<file path="config.mk">
export PLATFORM = sky130hd
export DESIGN_NAME = vga_sync_receiver_flat
export DESIGN_NICKNAME = d
export VERILOG_FILES = /design/src/rtl/vga_sync_receiver_if.sv /design/src/rtl/vga_sync_receiver.sv /design/src/flat_wrapper.sv
export SDC_FILE = /design/constraint.sdc
export NUM_CORES = 1
export LEC_CHECK = 0
export ABC_AREA = 0
export CAP_MARGIN = 15
export CORE_MARGIN = 2
export CORE_UTILIZATION = 27
export CTS_BUF_LIST = sky130_fd_sc_hd__clkbuf_4 sky130_fd_sc_hd__clkbuf_8
export DETAILED_ROUTE_END_ITERATION = 7
export PLACE_DENSITY = 0.47
export SLEW_MARGIN = 10
export SYNTH_ARGS = -nofsm -noshare
export SYNTH_HDL_FRONTEND = slang
export SYNTH_SLANG_ARGS = --single-unit
</file>
<file path="constraint.sdc">
create_clock -name clock_50 -period 3.2 [get_ports clock_50]
set_input_delay 0.64 -clock clock_50 [delete_from_list [all_inputs] [get_ports clock_50]]
set_output_delay 0.64 -clock clock_50 [all_outputs]
set_load 0.05 [all_outputs]
</file>
<file path="src/rtl/vga_sync_receiver_if.sv">
// vga_sync_receiver_if: VGA sample inputs and framed pixel/lock/statistics outputs of vga_sync_receiver.
interface vga_sync_receiver_if;
    logic        iPixEn;
    logic        iVgaHs;
    logic        iVgaVs;
    logic [9:0]  iRed;
    logic [9:0]  iGreen;
    logic [9:0]  iBlue;
    logic [9:0]  oRed;
    logic [9:0]  oGreen;
    logic [9:0]  oBlue;
    logic        oValid;
    logic        oSof;
    logic        oEol;
    logic [12:0] oX;
    logic [12:0] oY;
    logic        oLocked;
    logic [12:0] oHTotal;
    logic [12:0] oVTotal;
    logic [7:0]  oErrCount;
    modport master (
        output iPixEn, iVgaHs, iVgaVs, iRed, iGreen, iBlue,
        input  oRed, oGreen, oBlue, oValid, oSof, oEol, oX, oY, oLocked, oHTotal, oVTotal, oErrCount
    );
    modport slave (
        input  iPixEn, iVgaHs, iVgaVs, iRed, iGreen, iBlue,
        output oRed, oGreen, oBlue, oValid, oSof, oEol, oX, oY, oLocked, oHTotal, oVTotal, oErrCount
    );
endinterface

</file>
<file path="src/rtl/vga_sync_receiver.sv">
// vga_sync_receiver: VGA timing checker with lock FSM and framed pixel capture.
// Define VGA_RX_STATS_EN to build the line/frame length and error-count statistics.
module vga_sync_receiver #(
    parameter int H_SYNC_CYC   = 96,
    parameter int H_SYNC_BACK  = 48,
    parameter int H_SYNC_ACT   = 640,
    parameter int H_SYNC_TOTAL = 800,
    parameter int V_SYNC_CYC   = 2,
    parameter int V_SYNC_BACK  = 33,
    parameter int V_SYNC_ACT   = 480,
    parameter int V_SYNC_TOTAL = 525,
    parameter int LOCK_FRAMES  = 2
) (
    input  logic               clock_50,
    input  logic               reset,
    vga_sync_receiver_if.slave vga
);
    localparam int H_START = H_SYNC_CYC + H_SYNC_BACK;
    localparam int V_START = V_SYNC_CYC + V_SYNC_BACK;
    typedef enum logic [1:0] {SEARCH, CHECK, LOCKED} state_t;
    state_t      state;
    logic        hs_prev, vs_prev, h_armed, line_err_seen, out_en;
    logic [3:0]  good_cnt;
    logic [12:0] hcnt, vcnt, h_nxt, v_nxt;
    logic        hs_fall, vs_fall, line_err, frame_len_err, frame_bad, lost, to_search;
    logic        active, sof, eol, emit;
    always_comb begin
        hs_fall       = vga.iPixEn & hs_prev & ~vga.iVgaHs;
        vs_fall       = vga.iPixEn & vs_prev & ~vga.iVgaVs;
        line_err      = hs_fall & h_armed & (hcnt + 13'd1 != 13'(H_SYNC_TOTAL));
        frame_len_err = vs_fall & (state != SEARCH) & (vcnt + 13'd1 != 13'(V_SYNC_TOTAL));
        frame_bad     = frame_len_err | line_err_seen | line_err;
        lost          = line_err | (vs_fall & frame_bad);
        to_search     = (state == LOCKED) & lost;
        h_nxt         = hs_fall ? 13'd0 : (&hcnt ? hcnt : hcnt + 13'd1);
        v_nxt         = vs_fall ? 13'd0 : hs_fall ? (&vcnt ? vcnt : vcnt + 13'd1) : vcnt;
        active        = h_nxt >= 13'(H_START) && h_nxt < 13'(H_START + H_SYNC_ACT) &&
                        v_nxt >= 13'(V_START) && v_nxt < 13'(V_START + V_SYNC_ACT);
        sof           = h_nxt == 13'(H_START) && v_nxt == 13'(V_START);
        eol           = h_nxt == 13'(H_START + H_SYNC_ACT - 1);
        // After a relock the stream only restarts on a frame's first pixel
        emit          = vga.iPixEn & (state == LOCKED) & ~lost & active & (out_en | sof);
    end
    always_ff @(posedge clock_50) begin
        if (reset) begin
            state         <= SEARCH;
            good_cnt      <= '0;
            hs_prev       <= 1'b1;
            vs_prev       <= 1'b1;
            hcnt          <= '0;
            vcnt          <= '0;
            h_armed       <= 1'b0;
            line_err_seen <= 1'b0;
            out_en        <= 1'b0;
            vga.oValid    <= 1'b0;
            vga.oSof      <= 1'b0;
            vga.oEol      <= 1'b0;
            vga.oRed      <= '0;
            vga.oGreen    <= '0;
            vga.oBlue     <= '0;
            vga.oX        <= '0;
            vga.oY        <= '0;
            vga.oLocked   <= 1'b0;
        end else begin
            vga.oValid <= emit;
            vga.oSof   <= emit & sof;
            vga.oEol   <= emit & eol;
            if (emit) begin
                vga.oRed   <= vga.iRed;
                vga.oGreen <= vga.iGreen;
                vga.oBlue  <= vga.iBlue;
                vga.oX     <= h_nxt - 13'(H_START);
                vga.oY     <= v_nxt - 13'(V_START);
            end
            if (vga.iPixEn) begin
                hs_prev       <= vga.iVgaHs;
                vs_prev       <= vga.iVgaVs;
                hcnt          <= h_nxt;
                vcnt          <= v_nxt;
                h_armed       <= ~to_search & (h_armed | hs_fall);
                line_err_seen <= vs_fall ? 1'b0 : line_err_seen | line_err;
                out_en        <= ~to_search & (out_en | emit);
                case (state)
                    SEARCH: if (vs_fall) begin
                        state    <= CHECK;
                        good_cnt <= '0;
                    end
                    CHECK: if (vs_fall) begin
                        if (frame_bad) good_cnt <= '0;
                        else if ({1'b0, good_cnt} + 5'd1 >= 5'(LOCK_FRAMES)) begin
                            state       <= LOCKED;
                            good_cnt    <= '0;
                            vga.oLocked <= 1'b1;
                        end else good_cnt <= good_cnt + 4'd1;
                    end
                    LOCKED: if (lost) begin
                        state       <= SEARCH;
                        vga.oLocked <= 1'b0;
                    end
                    default: state <= SEARCH;
                endcase
            end
        end
    end
`ifdef VGA_RX_STATS_EN
    logic [12:0] h_total, v_total;
    logic [7:0]  err_count;
    logic [8:0]  err_sum;
    assign err_sum = {1'b0, err_count} + 9'(line_err) + 9'(frame_len_err);
    always_ff @(posedge clock_50) begin
        if (reset) begin
            h_total   <= '0;
            v_total   <= '0;
            err_count <= '0;
        end else begin
            if (hs_fall) h_total <= hcnt + 13'd1;
            if (vs_fall) v_total <= vcnt + 13'd1;
            err_count <= err_sum > 9'd255 ? 8'd255 : err_sum[7:0];
        end
    end
    assign vga.oHTotal   = h_total;
    assign vga.oVTotal   = v_total;
    assign vga.oErrCount = err_count;
`else
    assign vga.oHTotal   = '0;
    assign vga.oVTotal   = '0;
    assign vga.oErrCount = '0;
`endif
endmodule

</file>
<file path="src/flat_wrapper.sv">
// flat-port wrapper written by rule: the top's interface ports become plain ports
module vga_sync_receiver_flat 
#(
    parameter int H_SYNC_CYC   = 96,
    parameter int H_SYNC_BACK  = 48,
    parameter int H_SYNC_ACT   = 640,
    parameter int H_SYNC_TOTAL = 800,
    parameter int V_SYNC_CYC   = 2,
    parameter int V_SYNC_BACK  = 33,
    parameter int V_SYNC_ACT   = 480,
    parameter int V_SYNC_TOTAL = 525,
    parameter int LOCK_FRAMES  = 2
)
  (clock_50, reset, vga_iPixEn, vga_iVgaHs, vga_iVgaVs, vga_iRed, vga_iGreen, vga_iBlue, vga_oRed, vga_oGreen, vga_oBlue, vga_oValid, vga_oSof, vga_oEol, vga_oX, vga_oY, vga_oLocked, vga_oHTotal, vga_oVTotal, vga_oErrCount);
  vga_sync_receiver_if vga_i ();
  input  logic clock_50;
  input  logic reset;
  input wire logic [$bits(vga_i.iPixEn)-1:0] vga_iPixEn;
  input wire logic [$bits(vga_i.iVgaHs)-1:0] vga_iVgaHs;
  input wire logic [$bits(vga_i.iVgaVs)-1:0] vga_iVgaVs;
  input wire logic [$bits(vga_i.iRed)-1:0] vga_iRed;
  input wire logic [$bits(vga_i.iGreen)-1:0] vga_iGreen;
  input wire logic [$bits(vga_i.iBlue)-1:0] vga_iBlue;
  output wire logic [$bits(vga_i.oRed)-1:0] vga_oRed;
  output wire logic [$bits(vga_i.oGreen)-1:0] vga_oGreen;
  output wire logic [$bits(vga_i.oBlue)-1:0] vga_oBlue;
  output wire logic [$bits(vga_i.oValid)-1:0] vga_oValid;
  output wire logic [$bits(vga_i.oSof)-1:0] vga_oSof;
  output wire logic [$bits(vga_i.oEol)-1:0] vga_oEol;
  output wire logic [$bits(vga_i.oX)-1:0] vga_oX;
  output wire logic [$bits(vga_i.oY)-1:0] vga_oY;
  output wire logic [$bits(vga_i.oLocked)-1:0] vga_oLocked;
  output wire logic [$bits(vga_i.oHTotal)-1:0] vga_oHTotal;
  output wire logic [$bits(vga_i.oVTotal)-1:0] vga_oVTotal;
  output wire logic [$bits(vga_i.oErrCount)-1:0] vga_oErrCount;
  assign vga_i.iPixEn = vga_iPixEn;
  assign vga_i.iVgaHs = vga_iVgaHs;
  assign vga_i.iVgaVs = vga_iVgaVs;
  assign vga_i.iRed = vga_iRed;
  assign vga_i.iGreen = vga_iGreen;
  assign vga_i.iBlue = vga_iBlue;
  assign vga_oRed = vga_i.oRed;
  assign vga_oGreen = vga_i.oGreen;
  assign vga_oBlue = vga_i.oBlue;
  assign vga_oValid = vga_i.oValid;
  assign vga_oSof = vga_i.oSof;
  assign vga_oEol = vga_i.oEol;
  assign vga_oX = vga_i.oX;
  assign vga_oY = vga_i.oY;
  assign vga_oLocked = vga_i.oLocked;
  assign vga_oHTotal = vga_i.oHTotal;
  assign vga_oVTotal = vga_i.oVTotal;
  assign vga_oErrCount = vga_i.oErrCount;
  vga_sync_receiver #(.H_SYNC_CYC(H_SYNC_CYC), .H_SYNC_BACK(H_SYNC_BACK), .H_SYNC_ACT(H_SYNC_ACT), .H_SYNC_TOTAL(H_SYNC_TOTAL), .V_SYNC_CYC(V_SYNC_CYC), .V_SYNC_BACK(V_SYNC_BACK), .V_SYNC_ACT(V_SYNC_ACT), .V_SYNC_TOTAL(V_SYNC_TOTAL), .LOCK_FRAMES(LOCK_FRAMES)) u_core (.clock_50(clock_50), .reset(reset), .vga(vga_i));
endmodule
</file>
**Yosys cells after proc, flatten, opt, wreduce, memory -nomap -nowiden**

Cells that the tools add are included.

- Flip-flop bits (word level): 97
- Bits in latches: 0
- Bits in writable memories: 0
- ROM bits: 0
- Input port bits: 35
- Output and inout bits: 94
- Memories: 0

- Add/sub/neg operators: 6
- Multipliers: 0
- Div/mod/pow operators: 0
- $lt $le $gt $ge: 5
- Eq/ne operators: 12
- Shifts and indexed selects: 0
- Mux-type cells: 22
- Bitwise operators: 29
- Reductions and logical operators: 13

Operators with widths:

| cell | number |
|---|---|
| $mux 13 | 5 |
| $add 13x1->13 const B | 2 |
| $lt 13x10->1 const B | 2 |
| $ne 13x10->1 const B | 2 |
| $reduce_and 13->1 | 2 |
| $and 1x1->1 | 18 |
| $mux 4 | 4 |
| $eq 13x10->1 const B | 1 |
| $eq 13x6->1 const B | 1 |
| $eq 13x8->1 const B | 1 |
| $ge 13x6->1 const B | 1 |
| $ge 13x8->1 const B | 1 |
| $sub 13x6->13 const B | 1 |
| $sub 13x8->13 const B | 1 |
| $reduce_and 6->1 | 2 |
| $mux 2 | 5 |
| $ne 2x1->1 const B | 4 |
| $pmux 4 s2 | 1 |
| $or 1x1->1 | 7 |
| $pmux 2 s3 | 1 |
| $reduce_bool 2->1 | 3 |
| $add 4x1->5 const B | 1 |
| $ge 5x2->1 const B | 1 |
| $mux 1 | 5 |
| 9 further kinds | 15 |

**Logic depth before layout (Yosys ltp)**

- Depth in word-level cells: 14
- Gate-level depth with buffers: 16
- Mapped depth without buffers: 13

**Worst setup path before layout**

OpenSTA, ideal clock, no wires.

- Path kind: input -> register
- Start: input port vga_iPixEn
- End: register u_core.vga.oBlue[4]
- Setup time: 0.070 ns
- Data arrival time: 3.260 ns
- Required time: 3.130 ns
- Setup slack: -0.131 ns
- Stages on the path: 15
- Buffers on the path: 5
- Cells stage by stage: clkbuf_1 > nand2_1 > nor2_1 > clkbuf_1 > buf_1 > nor2_1 > ha_1 > inv_1 > or3_1 > nor2_1 > a211oi_4 > buf_4 > buf_6 > o21ai_1 > a21oi_1

RTL lines:

| element | RTL line | text |
|---|---|---|
| from (decl) | flat_wrapper.sv:18 | `input wire logic [$bits(vga_i.iPixEn)-1:0] vga_iPixEn;` |
| $and 1x1->1 (2 in a row) | vga_sync_receiver.sv:28 | `hs_fall = vga.iPixEn & hs_prev & ~vga.iVgaHs;` |
| $mux 13 | vga_sync_receiver.sv:36 | `v_nxt = vs_fall ? 13'd0 : hs_fall ? (&vcnt ? vcnt : vcnt + 13'd1) : vcnt;` |
| $mux 13 (*) | vga_sync_receiver.sv:36 |  |
| named net u_core.v_nxt[0] | vga_sync_receiver.sv:24 | `logic [12:0] hcnt, vcnt, h_nxt, v_nxt;` |
| $ge 13x6->1 | vga_sync_receiver.sv:38 | `v_nxt >= 13'(V_START) && v_nxt < 13'(V_START + V_SYNC_ACT);` |
| $logic_and 1x1->1 | vga_sync_receiver.sv:37 | `active = h_nxt >= 13'(H_START) && h_nxt < 13'(H_START + H_SYNC_ACT) &&` |
| $logic_and 1x1->1 | vga_sync_receiver.sv:38 |  |
| $and 1x1->1 | vga_sync_receiver.sv:42 | `emit = vga.iPixEn & (state == LOCKED) & ~lost & active & (out_en \| sof);` |
| $and 1x1->1 (*) | vga_sync_receiver.sv:42 |  |
| to (signal assigned) | vga_sync_receiver.sv:71 | `vga.oBlue <= vga.iBlue;` |
| to (decl) | vga_sync_receiver_if.sv:27 | `output oRed, oGreen, oBlue, oValid, oSof, oEol, oX, oY, oLocked, oHTotal, oVTotal, oErrCount` |

The timed path passes the listed nets; every way through them passes the cells marked *.
A chain may end at the register's enable or synchronous reset.

**Worst setup path in the final report**

- Start: register u_core.vcnt[6]
- End: register u_core.vga.oRed[6]

- Longest elaborated chain between the ends: 11

Ends and longest elaborated chain:

| element | RTL line | text |
|---|---|---|
| from (decl) | vga_sync_receiver.sv:24 |  |
| from (signal assigned) | vga_sync_receiver.sv:79 | `vcnt <= v_nxt;` |
| branches (longest 10 deep; another with $add 13x1->13) | -- |  |
| $and 1x1->1 (*) | vga_sync_receiver.sv:42 |  |
| to (signal assigned) | vga_sync_receiver.sv:69 | `vga.oRed <= vga.iRed;` |
| to (decl) | vga_sync_receiver_if.sv:27 |  |

Mark *: on every way between the ends.

==> metrics.txt <==
worst setup margin 0.1161 ns; FF-to-FF path depth 12; Post-Route M1 WL 9.209 mm; PD cells 291.5 nW/um2; cell leakage power 0.003155 uW; Ant. Diodes 0; sequential share of power 0.503; total global-route track usage 0.1740; Worst Path Required 3.46 ns; Reg2Reg Setup Slack 0.12 ns; placed cell area 7767 um2; most frequent cells in the layout buf_4 (136), clkdlybuf4s50_1 (91), dfxtp_1 (89); startpoint types register; Final Cell Area 8369 um2; layout cells sized above 1 0.2604; Least-Margin Pin Slew 1.018 ns; DR vias 5806; Layout fillers 2159; CORE AREA 21020 um2; met3 wire length 732 um; worst hold path type register to register; RePlAce Congestion 0.8658; Port Buffers 94; total CTS buffers 9; H-tree depth 3; DR WL/cell 16.59 um; pre-CTS setup slack -0.7011 ns; crit-path max FO 11; global-route wire length before repair 30.71 mm; final setup vio count 0; GRT Residual Overflow 0; worst skew pair latency 0.40 ns; top cells by area, synth dfxtp_1 (34%), a21oi_1 (6.3%), buf_4 (4.8%); Max Used Layer met4; die area 22590 um2; Synth Instances 715; critical path capture point u_core.vga.oRed[6]; DRT Pass-1 Iters 4; synthesized area 5778 um2; P_int 1659 uW; Syn Area/Cell 8.081 um2; Syn. warnings 0; Starting Density 0.2749; crit path kind register to register; Synth top area share 0.3361; final period utilization 0.9637; std cell rows 53; Total Wirelength 19.66 mm; Detail Route Antenna Nets 0; number of synthesized flops with an enable pin 0; Max Buffers Root-to-Sink 2; wire length on met2 9.369 mm; area leader, netlist dfxtp_1; Layout Nets 951; Die X 150.3 um; Final Max Tran Viols 0; switching part of the total 0.3202; share of power burned in the clock network 0.355; final core utilization 0.3981; maxcap violations 0; number of global-route vias before repair 5533; Arrival @ worst endpoint 3.34 ns; DR iter-0 viols 301; outcome complete, no violations; Distinct cells, synth 76; RR Startpoint u_core.vcnt[6]; Crit. End Element register; pin count of the biggest net entering global routing 89; clk sinks 97; drc violations 0; Post-synth top flop dfxtp_1; initial antenna violation count 0; relative slew slack 0.3217; flops & latches, synth 97; clock root cell clkbuf_8; Comb power frac 0.142; Final min period 3.084 ns; crit path launch u_core.vcnt[6]; CTS tree yes; clk slew on worst S/H paths 0.12 ns; commonest non-fill, non-tap cell in the layout buf_4; vias per cell 4.900; fmax 0.3243 GHz; Area growth syn-to-layout 44.85%; I/O Pins 129; Die H 150.3 um; Psw 781.3 uW; Hold Violations, Final 0; asr flop ratio synth 0; Layout Skew 0.01850 ns; register area share after synthesis 0.3361; Worst VDD drop 0.0001856 V; DP HPWL 14.52 mm; worst reg2reg path endpoint u_core.vga.oRed[6]
[final cells by class]
type                       instances  area (um2)  share of cell area
timing repair buffer             244        2221              0.2654
tap                              275       344.1             0.04111
inverter                          13       48.80            0.005830
clock buffer                       9       123.9             0.01480
multi-input combinational        540        3598              0.4300
sequential                        97        1954              0.2335
clock inverter                     7       78.83            0.009418
[sequential cells by signal, indices dropped and copies added (netlist names), 2 cells and up]
signal,count
u_core.state,2
u_core.vga.oGreen,10
u_core.good_cnt,4
u_core.vga.oY,13
u_core.vga.oX,13
u_core.hcnt,13
u_core.vga.oRed,10
u_core.vga.oBlue,10
u_core.vcnt,13
[Yosys cell counts, types with 3 or more instances]
| cell | number |
|---|---|
| nor3_1 | 18 |
| xnor2_1 | 18 |
| a311o_1 | 3 |
| o21ai_1 | 38 |
| xor2_1 | 9 |
| nor2b_1 | 4 |
| and2_1 | 12 |
| or3_1 | 5 |
| a211oi_1 | 14 |
| o21bai_1 | 3 |
| a21o_1 | 3 |
| nor2_1 | 54 |
| a31oi_1 | 9 |
| o31ai_2 | 3 |
| dfxtp_1 | 97 |
| nand3b_1 | 4 |
| clkbuf_1 | 29 |
| a21oi_1 | 73 |
| o211ai_1 | 6 |
| o21ai_0 | 12 |
| o2111a_1 | 3 |
| nor4_1 | 10 |
| nand2b_1 | 5 |
| buf_2 | 26 |
| a311oi_1 | 5 |
| mux2i_1 | 18 |
| o21a_1 | 6 |
| ha_1 | 11 |
| inv_1 | 12 |
| a31o_2 | 3 |
| buf_4 | 37 |
| buf_1 | 3 |
| nand3_1 | 48 |
| and3_1 | 13 |
| nand2_1 | 31 |
| nand4_1 | 11 |
| and4_1 | 7 |
[power groups by stage]
stage               Sequential [uW]  Combinational (uW)  Clock (uW)
CTS                            1230                 336         906
floorplan                      1260                 236           0
global placement               1250                 328           0
finish                         1230                 347         866
global route                   1230                 371         952
detailed placement             1250                 325           0
[critical path, stage by stage (launching register included)]
cell	delay [ns]
dfxtp_1	0.41
buf_4	0.19
and2_2	0.26
nand4_1	0.20
mux2_1	0.35
a221o_1	0.38
nand3_4	0.15
nor2_4	0.06
a211o_2	0.36
buf_12	0.16
bufbuf_16	0.28
nand3_1	0.08
a21oi_1	0.06
[how the worst min path moves through the flow]
stage                          from              endpoint  cells past startpoint
2_1_floorplan    u_core.good_cnt[3]    u_core.good_cnt[3]                      1
3_3_place_gp      u_core.vga.oY[12]     u_core.vga.oY[12]                      1
3_5_place_dp      u_core.vga.oY[10]     u_core.vga.oY[10]                      1
4_1_cts        u_core.vga.oGreen[6]  u_core.vga.oGreen[6]                      2
5_1_grt        u_core.vga.oGreen[6]  u_core.vga.oGreen[6]                      2
6_report       u_core.vga.oGreen[6]  u_core.vga.oGreen[6]                      2
[per-layer routing]
metal / track usage / vias up
li1: - / 2912
met1: 0.2429 / 2756
met3: 0.03394 / 25
met2: 0.2761 / 113
met4: 0.04104 / 0
met5: 0 / -
[through the flow]
stage               hold slack, ns  TNS (ns)  power [uW]  instances
CTS                         0.4883         0        2467       1176
global route                0.4990  -0.05256        2552       1185
floorplan                   0.4305         0        1493        748
global placement            0.4572    -36.86        1581       1151
finish                      0.4665         0        2440       1185
detailed placement          0.4612    -38.80        1578       1151
[cell families (layout without fill, tap and decap cells)]
group | after synthesis | count (layout) | share of synthesized area
DFF | 97 | 97 | 0.3361
adders and majority gates | 11 | 11 | 0.02382
AOI/OAI and AO/OA | 208 | 208 | 0.2326
xor gates and xnor gates | 27 | 27 | 0.04093
muxes | 20 | 20 | 0.03508
other | 1 | 34 | 0.0006490
and+or+nand+nor | 240 | 240 | 0.2263
buffers and inverters | 111 | 273 | 0.1046
[timing repair]
action,in CTS,in global routing
setup endpoints to repair,59,58
buffers inserted,8,9
endpoints found under the hold margin,0,0
resized for setup,17,41
hold buffers,0,0
gates cloned,1,0
pin swaps,12,15
No activity file was read; power rests on OpenSTA's default activity.
